## src/rtl/axi_pkg.sv

```systemverilog
// ============================================================================
// Module      : axi_pkg
// Description : Shared AXI definitions for the AR/AW arbiters: channel widths
//               (mirroring the `AXI_* macros), the AR payload struct and the
//               arbiter FSM state encoding.
// Revision    : 1.0 - initial release
// ============================================================================
`default_nettype none

`ifndef AXI_ID_BITS
`define AXI_ID_BITS 4
`endif
`ifndef AXI_ADDR_BITS
`define AXI_ADDR_BITS 32
`endif
`ifndef AXI_LEN_BITS
`define AXI_LEN_BITS 8
`endif
`ifndef AXI_SIZE_BITS
`define AXI_SIZE_BITS 3
`endif

package axi_pkg;

  localparam int AXI_ID_W   = `AXI_ID_BITS;
  localparam int AXI_ADDR_W = `AXI_ADDR_BITS;
  localparam int AXI_LEN_W  = `AXI_LEN_BITS;
  localparam int AXI_SIZE_W = `AXI_SIZE_BITS;

  typedef struct packed {
    logic [AXI_ID_W-1:0]   id;
    logic [AXI_ADDR_W-1:0] addr;
    logic [AXI_LEN_W-1:0]  len;
    logic [AXI_SIZE_W-1:0] size;
    logic [1:0]            burst;
  } ar_payload_t;

  typedef enum logic [0:0] {
    ST_IDLE = 1'b0,
    ST_BUSY = 1'b1
  } arb_state_e;

endpackage

`default_nettype wire

```

## src/rtl/axi_rr_pick.sv

```systemverilog
// ============================================================================
// Module      : axi_rr_pick
// Description : Combinational round-robin picker. Returns the first eligible
//               requester searching upward from i_ptr+1 with wrap-around.
//               Eligible = i_req & ~i_mask.
// Ports       : i_req   - request vector
//               i_ptr   - index of the last served requester
//               i_mask  - requesters excluded from this pick
//               o_gnt   - one-hot winner (zero when none)
//               o_valid - a winner exists
// Revision    : 1.0 - initial release
// ============================================================================
`default_nettype none

module axi_rr_pick #(
  parameter int N     = 2,
  parameter int PTR_W = 1
) (
  input  logic [N-1:0]     i_req,
  input  logic [PTR_W-1:0] i_ptr,
  input  logic [N-1:0]     i_mask,
  output logic [N-1:0]     o_gnt,
  output logic             o_valid
);

  logic [N-1:0]   w_elig;
  logic [N-1:0]   w_rot_req;
  logic [N-1:0]   w_rot_gnt;
  logic [PTR_W:0] w_sh;
  logic           w_found;

  assign w_elig = i_req & ~i_mask;
  assign w_sh   = {1'b0, i_ptr} + (PTR_W+1)'(1);

  // Rotate so that requester ptr+1 lands on bit 0; a fixed-priority search
  // on the rotated vector is then the round-robin order.
  assign w_rot_req = N'({w_elig, w_elig} >> w_sh);

  always_comb begin
    w_rot_gnt = '0;
    w_found   = 1'b0;
    for (int i = 0; i < N; i++) begin
      if (w_rot_req[i] && !w_found) begin
        w_rot_gnt[i] = 1'b1;
        w_found      = 1'b1;
      end
    end
  end

  // Undo the rotation: upper half of the doubled, left-shifted vector.
  assign o_gnt   = N'(({w_rot_gnt, w_rot_gnt} << w_sh) >> N);
  assign o_valid = |w_elig;

endmodule

`default_nettype wire

```

## src/rtl/axi_ar_arbiter.sv

```systemverilog
// ============================================================================
// Module      : axi_ar_arbiter
// Description : Round-robin AXI AR-channel arbiter/mux. Merges NUM_M master
//               AR channels onto one slave AR channel, holds the grant until
//               the AR handshake, and prefixes the master index onto ARID.
//               Optional macro AXI_AR_SKID_EN inserts a 2-entry skid slice
//               after the mux (registered outputs, no ARREADY_S->ARREADY_M
//               combinational path).
// Ports       : ACLK, ARESETn (async, active-low)
//               AR*_M     - per-master AR channels (ARREADY_M out)
//               AR*_S     - merged slave AR channel, ARID_S = {idx, ARID}
//               gnt       - one-hot current grant
// Revision    : 1.0 - initial release
// ============================================================================
`default_nettype none

module axi_ar_arbiter
  import axi_pkg::*;
#(
  parameter int NUM_M    = 2,
  parameter int IDX_BITS = 4
) (
  input  logic                         ACLK,
  input  logic                         ARESETn,
  input  logic [AXI_ID_W-1:0]          ARID_M    [NUM_M],
  input  logic [AXI_ADDR_W-1:0]        ARADDR_M  [NUM_M],
  input  logic [AXI_LEN_W-1:0]         ARLEN_M   [NUM_M],
  input  logic [AXI_SIZE_W-1:0]        ARSIZE_M  [NUM_M],
  input  logic [1:0]                   ARBURST_M [NUM_M],
  input  logic [NUM_M-1:0]             ARVALID_M,
  output logic [NUM_M-1:0]             ARREADY_M,
  output logic [AXI_ID_W+IDX_BITS-1:0] ARID_S,
  output logic [AXI_ADDR_W-1:0]        ARADDR_S,
  output logic [AXI_LEN_W-1:0]         ARLEN_S,
  output logic [AXI_SIZE_W-1:0]        ARSIZE_S,
  output logic [1:0]                   ARBURST_S,
  output logic                         ARVALID_S,
  input  logic                         ARREADY_S,
  output logic [NUM_M-1:0]             gnt
);

  localparam int PTR_W = $clog2(NUM_M);

  typedef struct packed {
    logic [IDX_BITS-1:0] idx;
    ar_payload_t         pl;
  } slot_t;

  arb_state_e       r_state, w_state_nxt;
  logic [NUM_M-1:0] r_gnt, w_gnt_nxt;
  logic [PTR_W-1:0] r_gidx, w_gidx_nxt;
  logic [PTR_W-1:0] r_rr_ptr, w_rr_ptr_nxt;

  logic             w_busy;
  logic             w_mux_valid;
  logic             w_slice_rdy;
  logic             w_up_hs;
  logic [NUM_M-1:0] w_pick;
  logic             w_pick_vld;
  logic [PTR_W-1:0] w_pick_ptr;
  logic [NUM_M-1:0] w_pick_mask;
  logic [PTR_W-1:0] w_pick_idx;
  slot_t            w_mux;

  assign w_busy      = (r_state == ST_BUSY);
  assign w_mux_valid = w_busy & ARVALID_M[r_gidx];
  assign w_up_hs     = w_mux_valid & w_slice_rdy;
  assign ARREADY_M   = r_gnt & {NUM_M{w_slice_rdy}};
  assign gnt         = r_gnt;

  // While busy the picker only matters on a handshake; searching from the
  // current grant with it masked gives back-to-back re-arbitration.
  assign w_pick_ptr  = w_busy ? r_gidx : r_rr_ptr;
  assign w_pick_mask = w_busy ? r_gnt : '0;

  axi_rr_pick #(
    .N     (NUM_M),
    .PTR_W (PTR_W)
  ) u_pick (
    .i_req   (ARVALID_M),
    .i_ptr   (w_pick_ptr),
    .i_mask  (w_pick_mask),
    .o_gnt   (w_pick),
    .o_valid (w_pick_vld)
  );

  always_comb begin
    w_pick_idx = '0;
    for (int i = 0; i < NUM_M; i++) begin
      if (w_pick[i]) w_pick_idx = PTR_W'(i);
    end
  end

  always_comb begin
    w_mux = '0;
    if (w_busy) begin
      w_mux.idx      = IDX_BITS'(r_gidx);
      w_mux.pl.id    = ARID_M[r_gidx];
      w_mux.pl.addr  = ARADDR_M[r_gidx];
      w_mux.pl.len   = ARLEN_M[r_gidx];
      w_mux.pl.size  = ARSIZE_M[r_gidx];
      w_mux.pl.burst = ARBURST_M[r_gidx];
    end
  end

  always_ff @(posedge ACLK or negedge ARESETn) begin
    if (!ARESETn) begin
      r_state  <= ST_IDLE;
      r_gnt    <= '0;
      r_gidx   <= '0;
      r_rr_ptr <= PTR_W'(NUM_M - 1);
    end else begin
      r_state  <= w_state_nxt;
      r_gnt    <= w_gnt_nxt;
      r_gidx   <= w_gidx_nxt;
      r_rr_ptr <= w_rr_ptr_nxt;
    end
  end

  always_comb begin
    w_state_nxt  = r_state;
    w_gnt_nxt    = r_gnt;
    w_gidx_nxt   = r_gidx;
    w_rr_ptr_nxt = r_rr_ptr;
    case (r_state)
      ST_IDLE: begin
        if (w_pick_vld) begin
          w_state_nxt = ST_BUSY;
          w_gnt_nxt   = w_pick;
          w_gidx_nxt  = w_pick_idx;
        end else begin
          w_gnt_nxt   = '0;
        end
      end
      ST_BUSY: begin
        // Grant is only released by a completed handshake.
        if (w_up_hs) begin
          w_rr_ptr_nxt = r_gidx;
          if (w_pick_vld) begin
            w_gnt_nxt  = w_pick;
            w_gidx_nxt = w_pick_idx;
          end else begin
            w_state_nxt = ST_IDLE;
            w_gnt_nxt   = '0;
          end
        end
      end
      default: begin
        w_state_nxt = ST_IDLE;
        w_gnt_nxt   = '0;
      end
    endcase
  end

`ifdef AXI_AR_SKID_EN
  slot_t      r_slot [2];
  logic       r_wptr;
  logic       r_rptr;
  logic [1:0] r_cnt;
  logic       w_pop;
  slot_t      w_out;

  // Ready depends only on slice occupancy, so ARREADY_S never reaches
  // ARREADY_M combinationally; two entries keep one AR per cycle.
  assign w_slice_rdy = (r_cnt != 2'd2);
  assign w_pop       = (r_cnt != 2'd0) & ARREADY_S;
  assign w_out       = (r_cnt != 2'd0) ? r_slot[r_rptr] : '0;

  always_ff @(posedge ACLK or negedge ARESETn) begin
    if (!ARESETn) begin
      r_slot[0] <= '0;
      r_slot[1] <= '0;
      r_wptr    <= 1'b0;
      r_rptr    <= 1'b0;
      r_cnt     <= 2'd0;
    end else begin
      if (w_up_hs) begin
        r_slot[r_wptr] <= w_mux;
        r_wptr         <= ~r_wptr;
      end
      if (w_pop) r_rptr <= ~r_rptr;
      case ({w_up_hs, w_pop})
        2'b10:   r_cnt <= r_cnt + 2'd1;
        2'b01:   r_cnt <= r_cnt - 2'd1;
        default: r_cnt <= r_cnt;
      endcase
    end
  end

  assign ARVALID_S = (r_cnt != 2'd0);
  assign ARID_S    = {w_out.idx, w_out.pl.id};
  assign ARADDR_S  = w_out.pl.addr;
  assign ARLEN_S   = w_out.pl.len;
  assign ARSIZE_S  = w_out.pl.size;
  assign ARBURST_S = w_out.pl.burst;
`else
  assign w_slice_rdy = ARREADY_S;
  assign ARVALID_S   = w_mux_valid;
  assign ARID_S      = {w_mux.idx, w_mux.pl.id};
  assign ARADDR_S    = w_mux.pl.addr;
  assign ARLEN_S     = w_mux.pl.len;
  assign ARSIZE_S    = w_mux.pl.size;
  assign ARBURST_S   = w_mux.pl.burst;
`endif

endmodule

`default_nettype wire

```

## config.mk

```make
export PLATFORM = sky130hd
export DESIGN_NAME = axi_ar_arbiter
export DESIGN_NICKNAME = d
export VERILOG_FILES = /design/src/rtl/axi_pkg.sv /design/src/rtl/axi_rr_pick.sv /design/src/rtl/axi_ar_arbiter.sv
export SDC_FILE = /design/constraint.sdc
export NUM_CORES = 1
export LEC_CHECK = 0
export BUFFER_PORTS_ARGS = -buffer_cell sky130_fd_sc_hd__buf_2
export CAP_MARGIN = 20
export CORE_MARGIN = 2
export CORE_UTILIZATION = 28
export DETAILED_ROUTE_END_ITERATION = 6
export PLACE_DENSITY = 0.83
export SLEW_MARGIN = 20
export SYNTH_ARGS = -nofsm -noshare
export SYNTH_HDL_FRONTEND = slang
export SYNTH_SLANG_ARGS = --single-unit
export TNS_END_PERCENT = 5
```

## constraint.sdc

```tcl
create_clock -name ACLK -period 1.18 [get_ports ACLK]
set_input_delay 0.236 -clock ACLK [delete_from_list [all_inputs] [get_ports ACLK]]
set_output_delay 0.236 -clock ACLK [all_outputs]
set_load 0.005 [all_outputs]
```

Yosys cells after proc, flatten, opt, wreduce, memory -nomap -nowiden --
Cells that the tools add are included.
Operators by class: $add $sub $neg 1, $lt $le $gt $ge 2, equality and inequality tests 1, shifts and indexed selects 2, multiplexer cells 32, bitwise operators 7, reductions and logical operators 4
Operators with widths (count):
- two-way mux 32 bit | 3
- two-way mux 50 bit | 1
- two-way mux 8 bit | 3
- two-way mux 2 bit | 6
- two-way mux 4 bit | 3
- two-way mux 1 bit | 10
- two-way mux 3 bit | 3
- AND 2 bit | 2
- case mux 1 bit (2 select lines) | 2
- case mux 2 bit (2 select lines) | 1
- << shifter 4 x 2 -> 4 bit | 1
- right shift 4 x 2 -> 2 bit | 1
- adder 1 x 1 -> 2 bit, second input constant | 1
- AND 1 bit | 2
- greater-or-equal comparator 2 bit, second input constant | 1
- less-than comparator 1 x 2 -> 1 bit, second input constant | 1
- != test 2 x 1 -> 1 bit, second input constant | 1
- inverter 1 -> 2 bit | 1
- inverter 2 bit | 1
- AND reduction 2 bit | 1
- OR reduction 2 bit | 1
- logical AND 1 bit | 1
- zero test 1 bit | 1
- inverter 1 bit | 1
Word-level totals: register bits 5, input bits 103, output and inout bits 58, logic and storage cells 53

Longest topological paths before layout --
depth after elaboration 13, depth in mapped cells 4, gate-level depth less buffers 3

Hierarchy --
Synthesis repeated with hierarchy kept, for this count alone.
Second synthesis, totals: cell total of the unflattened synthesis 147, area, all modules 1217.4 um^2
Modules (own cells, without submodules):
- axi_ar_arbiter | instances 1, cells an instance 142, area an instance 1171.1 um^2, sequential area each 126.4 um^2
- axi_rr_pick | instances 1, cells an instance 5, area an instance 46.3 um^2, sequential area each 0.0 um^2

Least setup slack after synthesis --
OpenSTA, ideal clock, no wires.
path kind reg2reg, start reg r_gidx, end reg r_state, arrival time 1178 ps, data required time 1048 ps, setup slack -130 ps, stages on the path, launching flop included 5, period minus slack after synthesis 1310 ps, cell sequence dfrtp_1 > buf_4 > mux2i_1 > o21a_1 > or3b_1
On the way: longest elaborated chain between the ends 6
Ends and longest elaborated chain:
- start: declaration | RTL line axi_ar_arbiter.sv:51 | logic [PTR_W-1:0] r_gidx, w_gidx_nxt;
- start signal: assignment | RTL line axi_ar_arbiter.sv:115 | r_gidx <= w_gidx_nxt;
- two-way mux 1 bit (implied by the code) (2 in a row) | RTL line axi_ar_arbiter.sv:66 | assign w_mux_valid = w_busy & ARVALID_M[r_gidx];
- AND 1 bit | RTL line axi_ar_arbiter.sv:66
- AND 1 bit | RTL line axi_ar_arbiter.sv:67 | assign w_up_hs = w_mux_valid & w_slice_rdy;
- two-way mux 1 bit | RTL line axi_ar_arbiter.sv:137 | if (w_up_hs) begin
- case mux 1 bit (2 select lines) | RTL line axi_ar_arbiter.sv:125 | case (r_state)
- named net w_state_nxt | RTL line axi_ar_arbiter.sv:49 | arb_state_e r_state, w_state_nxt;
- end signal: assignment | RTL line axi_ar_arbiter.sv:113 | r_state <= w_state_nxt;
- end: declaration | RTL line axi_ar_arbiter.sv:49
The timed path passes the listed nets, and every way through them passes these cells. The select of a mux whose other input is x is not followed. A chain may end at the register's enable or synchronous reset.

Worst setup path in the final report --
start reg r_gidx, end out ARID_S[1]
On the way: longest elaborated chain between the ends 5
Ends and longest elaborated chain:
- inverter 1 -> 2 bit (implied by the code) | RTL line axi_ar_arbiter.sv:98 | w_mux.pl.id = ARID_M[r_gidx];
- two-way mux 4 bit (implied by the code) (3 in a row) | RTL line axi_ar_arbiter.sv:98
- two-way mux 50 bit | RTL line axi_ar_arbiter.sv:96 | if (w_busy) begin
- end: declaration | RTL line axi_ar_arbiter.sv:32 | output logic [AXI_ID_W+IDX_BITS-1:0] ARID_S,
Every way passes these cells. The select of a mux whose other input is x is not followed.

==> run_results.csv <==
group,metric,value,unit
status,outcome,"complete, but fails checks",
status,violations,"setup timing",
final_layout,antennaDiodeCount,0,
logic_synthesis,synth.avg_cell_area,8.01,µm²
critical_path,crit_path_cell_trace,"buf_6 > buf_12 > mux2i_2 > nor2b_1 > buf_2",
timing,layout_setup_ws,-0.422,ns
logic_synthesis,synth_top_family_by_area,"multiplexers",
place,dp_slack,-0.161,ns
timing,hold_violations,0,
hold_path,hp-class,"in -> reg",
power_and_ir_drop,power_density,1750,nW/µm²
timing,finalMaxSlewViolations,0,
logic_synthesis,synthMuxAreaShare,42.2,%
critical_path,worstPathRequired,0.94,ns
critical_path,crit_type,"reg -> out",
critical_path,slowest_delay,0.46,ns
timing,hold_ws,0.330,ns
critical_path,rr_startpoint,"r_gidx",
die,die_w,69.1,µm
logic_synthesis,synth-main-ff-cell,"dfrtp_1",
power_and_ir_drop,finalPower,3880,µW
final_layout,fillers,376,
place,dpl_cell_area,2070,µm²
timing,fmax,624,MHz
place,place_hpwl,3680,µm
place,placed_cells,350,
critical_path,startpoint,"r_gidx",
critical_path,path_delay_family,"flip-flops",
die,coreArea,4030,µm²
logic_synthesis,syn_inst,148,
power_and_ir_drop,p_clk_share,8.4,%
final_layout,area_growth,87.3,%
cts,clk-insertion-delay-late,0.23,ns
die,die_h,69.1,µm
critical_path,cp-end-kind,"output port",
detailed_routing,via_per_inst,4.57,
critical_path,cp.buffers_inverters,3,
detailed_routing,drc,0,
critical_path,start_kind,"flip-flop",
logic_synthesis,synth.yosys.seq_area_share,10.7,%
place,numPortBuffers,157,
cts,htreeDepth,1,
power_and_ir_drop,p_leak,0.00121,µW
detailed_routing,wl_per_cell,13.3,µm
logic_synthesis,yosys_warnings,0,
detailed_routing,postRouteAntennaNets,0,
power_and_ir_drop,swShare,40.7,%
place,place_congestion,0.837,
die,rows,23,
cts,root_buffer,"clkbuf_8",
logic_synthesis,synthArstFlopShare,100,%
logic_synthesis,synth_compound_area_share,7.81,%
die,die_area,4770,µm²
detailed_routing,vias,1646,
grt,antenna_found_initial,0,
timing,period_share,136,%
final_layout,fin_area,2220,µm²
final_layout,final_common_cell,"buf_2",
critical_path,crit_fanout,6,
grt,grt-ovfl-total,0,
grt,grt_pass1_wl,7440,µm
run,drv_cap,0,
timing,grt_setup_unrepaired,"true",
timing,finalCriticalPeriod,1.60,ns
cts,ctsLongestPathBuffers,2,
critical_path,cp_slowest_cell,"dfrtp_2",
timing,final.setup_skew,0.00345,ns
final_layout,layout_common_cells,"buf_2 (156), nor2b_1 (51), mux2i_1 (46)",
final_layout,drive_gt1_share,59.0,%
final_layout,stdcell_count,360,
cts,cts_tree,"built",
power_and_ir_drop,pwr-share-comb,82.5,%
cts,clock_sinks,5,
detailed_routing,routed_wl,4780,µm
logic_synthesis,syn_area,1190,µm²
logic_synthesis,synth-simple-area-share,31.5,%
logic_synthesis,synth_edf_count,0,
detailed_routing,dr.pass1.iters,5,
grt,grt_start_max_net_pins,34,
logic_synthesis,synth_seq_cells,5,
grt,grt_use_total,18.5,%
cts,cts_buffers,3,
detailed_routing,drt-initial-drc-count,36,
hold_path,worstHoldStart,"ARREADY_S",
logic_synthesis,ys_types,27,
critical_path,critPathArrivalTime,1.37,ns
timing,setup_viol,56,
die,ios,161,
power_and_ir_drop,irDropWorstVdd,1.21,mV
logic_synthesis,synth_xor_area_share,0,%
power_and_ir_drop,power_frac_seq,9.1,%
cts,clk_pin_slew_worst_paths,0.04,ns
grt,grt_pass1_vias,1588,
power_and_ir_drop,p_int,2300,µW
power_and_ir_drop,p_switching,1580,µW
final_layout,fin_nets,414,
logic_synthesis,synthAdderAreaFrac,0,%
die,start_util,29.4,%
==> cells by family (layout without fill, tap and decap cells) <==
group / Yosys count / in the layout
other: 1 / 3
AO/OA/AOI/OAI: 13 / 13
flip-flops: 5 / 5
AND/OR/NAND/NOR: 61 / 61
multiplexers: 50 / 50
buffers and inverters: 18 / 178
==> cell type report <==
cell class	instances	area [µm²]	area share, %
clock buffers	4	45.0	2.03
repair buffers	171	970	43.6
flip-flops and latches	5	129	5.80
multi-input cells	127	1000	45.2
well taps	50	62.6	2.82
inverters	3	11.3	0.507
==> flip-flops by register name (all words and copies together) (netlist names) <==
| register | flops |
|---|---|
| r_rr_ptr | 1 |
| gnt | 2 |
| r_state | 1 |
| r_gidx | 1 |
==> worst reg2reg max path, delay by kind of cell (launching register included) <==
| kind | cells | cell delay [ns] |
|---|---|---|
| mux | 1 | 0.15 |
| flops | 1 | 0.46 |
| simple gates | 1 | 0.34 |
| compound gates | 1 | 0.20 |
| buf+inv | 1 | 0.16 |
==> worst paths after layout <==
| path | endpoint | slack (ns) | cells past startpoint |
|---|---|---|---|
| worst max-delay path | ARID_S[1] | -0.42 | 5 |
| worst min-delay path | r_rr_ptr | 0.33 | 3 |
| worst max register to register | r_state | -0.26 | 4 |
| worst min register to register | r_rr_ptr | 0.54 | 2 |
| max in group asynchronous | r_rr_ptr | 0.60 | 2 |
| min in group asynchronous | r_gidx | 0.36 | 2 |
==> metrics by stage <==
stage / setup TNS (ns) / util, %
3_3_place_gp: -3.91 / 51.3
6_report: -17.86 / 55.2
4_1_cts: -17.94 / 55.1
5_1_grt: -21.74 / 55.2
3_5_place_dp: -5.51 / 51.3
2_1_floorplan: -0.490 / -
==> power groups by stage <==
stage	Combinational (µW)	Clock, µW	Sequential [µW]
floorplan	1740	0	309
global placement	2830	0	340
detailed placement	2890	0	344
CTS	3270	327	339
global route	3490	347	365
finish	3200	327	353
==> metal layers <==
| layer | global-route usage, % | part of all wire (%) | vias up |
|---|---|---|---|
| met4 | 5.45 | 1.5 | 0 |
| met2 | 35.5 | 53 | 80 |
| li1 | - | - | 827 |
| met5 | 0 | 0 | - |
| met3 | 3.80 | 7.8 | 8 |
| met1 | 20.1 | 38 | 731 |
==> repair_timing <==
item                                    4_1_cts  5_1_grt
hold buffers                                  1        0
hold endpoints to repair                      4        0
gates resized for setup                       5        9
setup buffers                                 4        0
endpoints found under the setup margin       57       57
cloned                                        2        1
pin swaps                                     3        0
==> synth_stat cells (all sizes together) (2+ instances only) <==
| master | count | area share, % |
|---|---|---|
| dfrtp | 4 | 8.4 |
| buf | 9 | 4.6 |
| mux2i | 50 | 42 |
| and2 | 2 | 1.1 |
| o2111ai | 2 | 1.5 |
| o21ai | 2 | 0.84 |
| inv | 3 | 0.95 |
| nand2 | 3 | 0.95 |
| nor2b | 51 | 27 |
| clkbuf | 6 | 1.9 |
No activity file was read; power rests on OpenSTA's default activity.
